`src/rtl/pipe_issue_ctrl.sv`:
```
// pipe_issue_ctrl: valid/ready issue stage with RAW scoreboard, NOP bubbles and perf counters.
// Define ISSUE_FWD_EN for a forwarding pipeline where only load-use hazards in slot 0 stall.
module pipe_issue_ctrl #(
    parameter int WB_LAT = 2,
    parameter int CNT_W  = 16
) (
    input  logic             clk,
    input  logic             reset,
    input  logic             in_valid,
    input  logic [7:0]       in_instr,
    output logic             in_ready,
    input  logic             pipe_hold,
    input  logic             flush,
    output logic             issue_valid,
    output logic [7:0]       issue_instr,
    output logic             hazard,
    output logic [CNT_W-1:0] stall_count,
    output logic [CNT_W-1:0] issued_count
);
    localparam logic [7:0] NOP = 8'hC0;

    logic [WB_LAT-1:0]      sb_v_q, sb_v_d;
    logic [WB_LAT-1:0][1:0] sb_rd_q, sb_rd_d;
    logic                   iv_q, iv_d;
    logic [7:0]             ii_q, ii_d;
    logic [CNT_W-1:0]       stall_q, stall_d, issued_q, issued_d;
    logic                   hit, accept;
    logic [1:0]             op, rd, rs1, rs2;

    assign op  = in_instr[7:6];
    assign rd  = in_instr[5:4];
    assign rs1 = in_instr[3:2];
    assign rs2 = in_instr[1:0];

`ifdef ISSUE_FWD_EN
    logic ld_q, ld_d;
    // Only the newest entry's load flag matters once ALU results are forwarded
    assign ld_d = pipe_hold ? ld_q : (accept && op == 2'b10);
    always_ff @(posedge clk) ld_q <= reset ? 1'b0 : ld_d;
    assign hit = sb_v_q[0] && ld_q && (sb_rd_q[0] == rs1 || sb_rd_q[0] == rs2);
`else
    always_comb begin
        hit = 1'b0;
        for (int k = 0; k < WB_LAT; k++)
            hit = hit | (sb_v_q[k] && (sb_rd_q[k] == rs1 || sb_rd_q[k] == rs2));
    end
`endif

    // Only ADD/SUB read registers; LOAD's low nibble is an immediate
    assign hazard   = in_valid && !op[1] && hit;
    assign in_ready = !hazard && !pipe_hold && !flush;
    assign accept   = in_valid && in_ready;

    always_comb begin
        iv_d    = iv_q;
        ii_d    = ii_q;
        sb_v_d  = sb_v_q;
        sb_rd_d = sb_rd_q;
        if (!pipe_hold) begin
            iv_d       = accept;
            ii_d       = accept ? in_instr : NOP;
            sb_v_d[0]  = accept && op != 2'b11;
            sb_rd_d[0] = rd;
            for (int k = 1; k < WB_LAT; k++) begin
                sb_v_d[k]  = sb_v_q[k-1];
                sb_rd_d[k] = sb_rd_q[k-1];
            end
        end
        stall_d  = (hazard && !pipe_hold && !(&stall_q)) ? stall_q + CNT_W'(1) : stall_q;
        issued_d = (accept && !(&issued_q)) ? issued_q + CNT_W'(1) : issued_q;
    end

    always_ff @(posedge clk) begin
        if (reset) begin
            iv_q     <= 1'b0;
            ii_q     <= NOP;
            sb_v_q   <= '0;
            sb_rd_q  <= '0;
            stall_q  <= '0;
            issued_q <= '0;
        end else begin
            iv_q     <= iv_d;
            ii_q     <= ii_d;
            sb_v_q   <= sb_v_d;
            sb_rd_q  <= sb_rd_d;
            stall_q  <= stall_d;
            issued_q <= issued_d;
        end
    end

    assign issue_valid  = iv_q;
    assign issue_instr  = ii_q;
    assign stall_count  = stall_q;
    assign issued_count = issued_q;
endmodule

```
`config.mk`:
```
export PLATFORM = sky130hd
export DESIGN_NAME = pipe_issue_ctrl
export DESIGN_NICKNAME = d
export VERILOG_FILES = /design/src/rtl/pipe_issue_ctrl.sv
export SDC_FILE = /design/constraint.sdc
export NUM_CORES = 1
export LEC_CHECK = 0
export CAP_MARGIN = 10
export CORE_MARGIN = 5
export CORE_UTILIZATION = 50
export CTS_CLUSTER_DIAMETER = 80
export CTS_CLUSTER_SIZE = 25
export DETAILED_ROUTE_END_ITERATION = 10
export HOLD_SLACK_MARGIN = 0.05
export PLACE_DENSITY = 0.87
export SETUP_SLACK_MARGIN = 0.4
export SYNTH_ARGS = -nofsm -noshare
export SYNTH_HDL_FRONTEND = slang
export SYNTH_SLANG_ARGS = --single-unit
```
`constraint.sdc`:
```
create_clock -name clk -period 4.25 [get_ports clk]
set_input_delay 0.6375 -clock clk [delete_from_list [all_inputs] [get_ports clk]]
set_output_delay 0.6375 -clock clk [all_outputs]
set_load 0.01 [all_outputs]
```
Word-level counts from Yosys, hierarchy flattened --
Cells that the tools add are included.
Cells by class: mux-type cells 1, equal/unequal tests 5, reductions and logical operators 21, $add $sub $neg 2, bitwise logic cells 1
Operators by type and width (count):
- 16-bit by 1-bit adder with 16-bit output (second input constant) | 2
- 16-bit AND reduction | 2
- 1-bit logical AND | 11
- 2-bit equality test | 4
- 8-bit 2-to-1 mux | 1
- 1-bit logical NOT | 6
- 1-bit logical OR | 2
- 2-bit != test (second input constant) | 1
- 1-bit OR | 1
Word-level totals: register bits after elaboration 47, output and inout port bits 43, logic and storage cells 37, input bits 13

Longest topological paths before layout --
depth after elaboration 10, gate-level depth with buffers 8, gate-level depth less buffers 6

Worst setup path after synthesis --
No wires, ideal clock.
path type input -> output, start input port in_instr[1], end output port in_ready, cell stages on the path 6, slack 1749 ps, data arrival time 1864 ps, cells stage by stage xor2_1 > o22ai_1 > a32o_2 > clkbuf_1 > and2_1 > nor3_1
Between the ends: cells in the longest elaborated chain, start to end 8, elaborated cells between the ends (all ways) 11
RTL lines:
- from (decl) | line 10 | input logic [7:0] in_instr,
- 2-bit equality test | line 45 | hit = hit | (sb_v_q[k] && (sb_rd_q[k] == rs1 || sb_rd_q[k] == rs2));
- 1-bit logical OR | line 45
- 1-bit logical AND | line 45
- 1-bit OR (*) | line 45
- 1-bit logical AND (*) | line 50 | assign hazard = in_valid && !op[1] && hit;
- named net hazard | line 16 | output logic hazard,
- 1-bit logical NOT (*) | line 51 | assign in_ready = !hazard && !pipe_hold && !flush;
- 1-bit logical AND (*) (2 in a row) | line 51
- to (decl) | line 11 | output logic in_ready,
Mark *: on every way through the listed nets, which the timed path passes. The rest lies on a longest branch.

Final worst setup path --
start input port in_instr[3], end output port in_ready
Between the ends: cells in the longest elaborated chain, start to end 8, elaborated cells between the ends (all ways) 11
RTL lines (line):
- 2-bit equality test | 45
- 1-bit logical OR | 45
- 1-bit logical AND | 45
- 1-bit OR (*) | 45
- 1-bit logical AND (*) | 50
- 1-bit logical NOT (*) | 51
- 1-bit logical AND (*) (2 in a row) | 51
Mark *: on every way between the ends. The rest lies on a longest branch, timed or not.

==> flow_summary_export.csv <==
group,metric,value,unit
status,status,"complete, no violations",
min_path,hold-path-endpoint,"issue_valid",
final_layout,syn2layout_area_growth,27.10,%
route,route.detailed.drc,0,
sta,drv_slew,0,
grt,grt_pass1_wl,9466,µm
logic_synthesis,post_synth_and_or_nand_nor_area_fraction,27.62,%
logic_synthesis,yosys_register_bits,47,
power_and_ir_drop,irDropWorstVdd,0.1939,mV
floorplanning,die_w,78.90,µm
route,drtAntennaViolNets,0,
sta,fmax,283.1,MHz
sta,setup_slack,0.7182,ns
route,first_pass_iters,4,
sta,hold_ws,0.4616,ns
worst_setup_path,r2r_start,"issued_count[0]",
sta,slew_headroom,41.97,%
floorplanning,die_h,78.90,µm
worst_setup_path,setup.worst_path.class,"input pin to primary output",
clocking,postCtsSetupBuffers,0,
logic_synthesis,synth_top_family_by_area,"simple AND/OR/NAND/NOR gates",
floorplanning,initial_core_util,50.93,%
final_layout,instances_no_fill,372,
final_layout,drive_gt1_share,6.918,%
power_and_ir_drop,p_total,0.0007801,W
worst_setup_path,critPathMaxStageDelay,0.56,ns
final_layout,n_antenna_cell,0,
worst_setup_path,critical-path-top-delay-family,"buffers and inverters",
worst_setup_path,critPathMaxFanout,34,
route,wirelength,5630,µm
logic_synthesis,synthMuxAreaShare,6.009,%
power_and_ir_drop,power.leakage,1.048,nW
grt,grt_pass1_vias,2109,
sta,tightest_slew,0.8677,ns
worst_setup_path,worstPathRequired,3.61,ns
clocking,cts_max_level,2,
sta,hold_viol_final,0,
grt,grt_max_degree,35,
logic_synthesis,synth_xor_area_share,2.952,%
worst_setup_path,crit_top_cell,"clkdlybuf4s50_1",
clocking,cts_tree,"done",
worst_setup_path,reg2reg_to,"issued_count[10]",
clocking,numCtsBuffers,5,
worst_setup_path,crit_chain,"clkdlybuf4s50_1 -> xor2_1 -> o22ai_1 -> a32o_2 -> and2_1 -> nor3_1 -> clkdlybuf4s50_1",
route,via_count,2282,
sta,fin_tns_setup,0,ns
clocking,ctsResizeCount,0,
sta,post-route-period-util,83.10,%
worst_setup_path,crit_path_end_kind,"primary output",
worst_setup_path,ff2ff_path_depth,6,
place,place_congestion,0.8354,
clocking,holdBufCountCts,0,
floorplanning,fp-row-count,25,
sta,skew,0.005421,ns
place,dpl.hpwl,3902,µm
place,portBuffers,55,
sta,post-route-min-period,3.532,ns
floorplanning,io_pins,56,
min_path,hold_path_class,"register to register",
min_path,hold_depth,1,
route,via_per_inst,6.134,
logic_synthesis,synth_seq_area_share,39.64,%
route,drtIter0Drc,137,
logic_synthesis,yosys_warnings,0,
logic_synthesis,synth_area,2374,µm²
logic_synthesis,syn-num-nets,286,
place,placed_cells,364,
worst_setup_path,cp.buffers_inverters,2,
clocking,cts-root-buf,"clkbuf_8",
logic_synthesis,synth_compound_area_share,18.77,%
sta,setup_viol_count_final,0,
route,wl_per_cell,15.13,µm
logic_synthesis,synth_cell_types,37,
floorplanning,coreArea,4661,µm²
grt,grtUsageTotal,18.55,%
floorplanning,dieArea,6225,µm²
clocking,insertion_delay,0.30,ns
logic_synthesis,synth_area_per_cell,8.758,µm²
sta,rsz0062_at_grt,"false",
logic_synthesis,synth_cells,271,
clocking,cts_sinks,47,
clocking,max-clock-path-buffers,2,
clocking,clkTransAtPathRegs,0.08,ns
worst_setup_path,r2r_slack,1.92,ns
worst_setup_path,critPathSlowestCell,"clkdlybuf4s50_1",
power_and_ir_drop,p_per_area,258.6,nW/µm²
place,pre_cts_slack,0.7048,ns
grt,antenna_found_initial,0,
grt,grt.overflow.total,0,
worst_setup_path,arrival,2.89,ns
job,drv_cap,0,
min_path,worstHoldStart,"issue_valid",
final_layout,nets,332,
worst_setup_path,crit_path_start_kind,"input pin",
logic_synthesis,synthAdderAreaFrac,1.054,%
## worst reg2reg max path, cell delays in order (launching register included)
cell,delay (ns)
dfxtp_1,0.36
ha_1,0.28
and3_1,0.24
nand4_1,0.13
nand2_1,0.46
or4_1,0.64
a21oi_1,0.15
## where the power goes
group	total, W	switching, W	internal [W]
logic	0.0000638	0.0000356	0.0000282
registers	0.000449	0.00000464	0.000445
clock network	0.000267	0.000152	0.000115
total	0.000780	0.000192	0.000588
## synth_stat cells
| library cell | number | share of area [%] |
|---|---|---|
| dfxtp_1 | 47 | 40 |
| a21oi_1 | 25 | 5.3 |
| nor2_1 | 20 | 3.2 |
| o31ai_1 | 18 | 5.7 |
| or4_1 | 18 | 5.7 |
| nor2b_1 | 14 | 3.7 |
| clkbuf_1 | 12 | 1.9 |
| nand2_1 | 11 | 1.7 |
| mux2_2 | 10 | 4.7 |
| nand3_1 | 10 | 2.1 |
| and3_1 | 8 | 2.1 |
| xor2_1 | 8 | 3.0 |
| a22o_1 | 7 | 2.6 |
| nand4_1 | 7 | 1.8 |
| nor4_1 | 7 | 1.8 |
| and2_1 | 6 | 1.6 |
| and4_1 | 4 | 1.5 |
| nor3_1 | 4 | 0.84 |
| o21ai_0 | 4 | 0.84 |
| buf_1 | 3 | 0.47 |
| buf_2 | 3 | 0.63 |
| inv_1 | 3 | 0.47 |
| mux2i_1 | 3 | 1.3 |
| a211oi_1 | 2 | 0.63 |
| a31oi_1 | 2 | 0.53 |
| ha_1 | 2 | 1.1 |
| nand2b_1 | 2 | 0.53 |
| o22ai_1 | 2 | 0.53 |
| a2111oi_4 | 1 | 1.2 |
| a21o_1 | 1 | 0.32 |
| a32o_2 | 1 | 0.47 |
| a32oi_1 | 1 | 0.37 |
| buf_6 | 1 | 0.47 |
| nand3b_1 | 1 | 0.32 |
| o2111ai_1 | 1 | 0.37 |
| or3_1 | 1 | 0.26 |
| or4b_1 | 1 | 0.42 |
## worst max path at each step
stage / from / endpoint / slack [ns] / cells after the start
2_1_floorplan: in_instr[1] / in_ready / 1.75 / 6
3_5_place_dp: in_instr[2] / in_ready / 0.70 / 7
3_3_place_gp: in_instr[1] / in_ready / 0.74 / 7
4_1_cts: in_instr[2] / in_ready / 0.71 / 7
5_1_grt: in_instr[2] / in_ready / 0.59 / 7
6_report: in_instr[3] / in_ready / 0.72 / 7
## flip-flops by register name, indices dropped and copies added, names as in the netlist
name	cells
issued_count	16
stall_count	16
issue_instr	8
sb_rd_q	4
sb_v_q	2
issue_valid	1
## cell type report
cell class	instances	area, µm²
fill	401	1644
multi-input combinational	202	1339
sequential	47	940.9
timing repair buffer	58	573.1
clock buffer	6	72.57
tap	54	67.56
clock inverter	2	12.51
inverter	3	11.26
## metal layers
metal / GRT usage [%] / up-vias / part of all wire (%)
li1: - / 1120 / -
met1: 22.35 / 1079 / 44
met2: 32.43 / 75 / 49
met3: 3.855 / 8 / 5.4
met4: 7.045 / 0 / 1.7
met5: 0 / - / 0
## placed cells by master, fill, tap and decap left out, drive strengths merged, types with 2 or more instances in the layout
cell type	synthesis	routed
o31ai	18	18
nand2	11	11
nand4	7	7
clkbuf	12	6
nor3	4	4
nand2b	2	2
nor4	7	7
or4	18	18
inv	3	3
nor2	20	20
o22ai	2	2
a21oi	25	25
clkdlybuf4s50	0	55
nand3	10	10
o21ai	4	4
and2	6	6
ha	2	2
a22o	7	7
and3	8	8
buf	7	3
and4	4	4
mux2	10	10
a31oi	2	2
dfxtp	47	47
xor2	8	8
mux2i	3	3
a211oi	2	2
nor2b	14	14
## cells by family (layout without fill, tap and decap cells)
group                    count (synthesis)  in the layout
XOR/XNOR                                 8              8
AO/OA/AOI/OAI                           65             65
flip-flops                              47             47
adder cells (fa/ha/maj)                  2              2
AND/OR/NAND/NOR                        114            114
buffers and inverters                   22             69
multiplexers                            13             13
## stage by stage
step,utilization (%),instance area [µm²]
floorplan,-,2374
global placement,62.90,2932
detailed placement,62.90,2932
CTS,64.72,3017
global route,64.72,3017
finish,64.72,3017
Power figures use the tool's default switching activity.
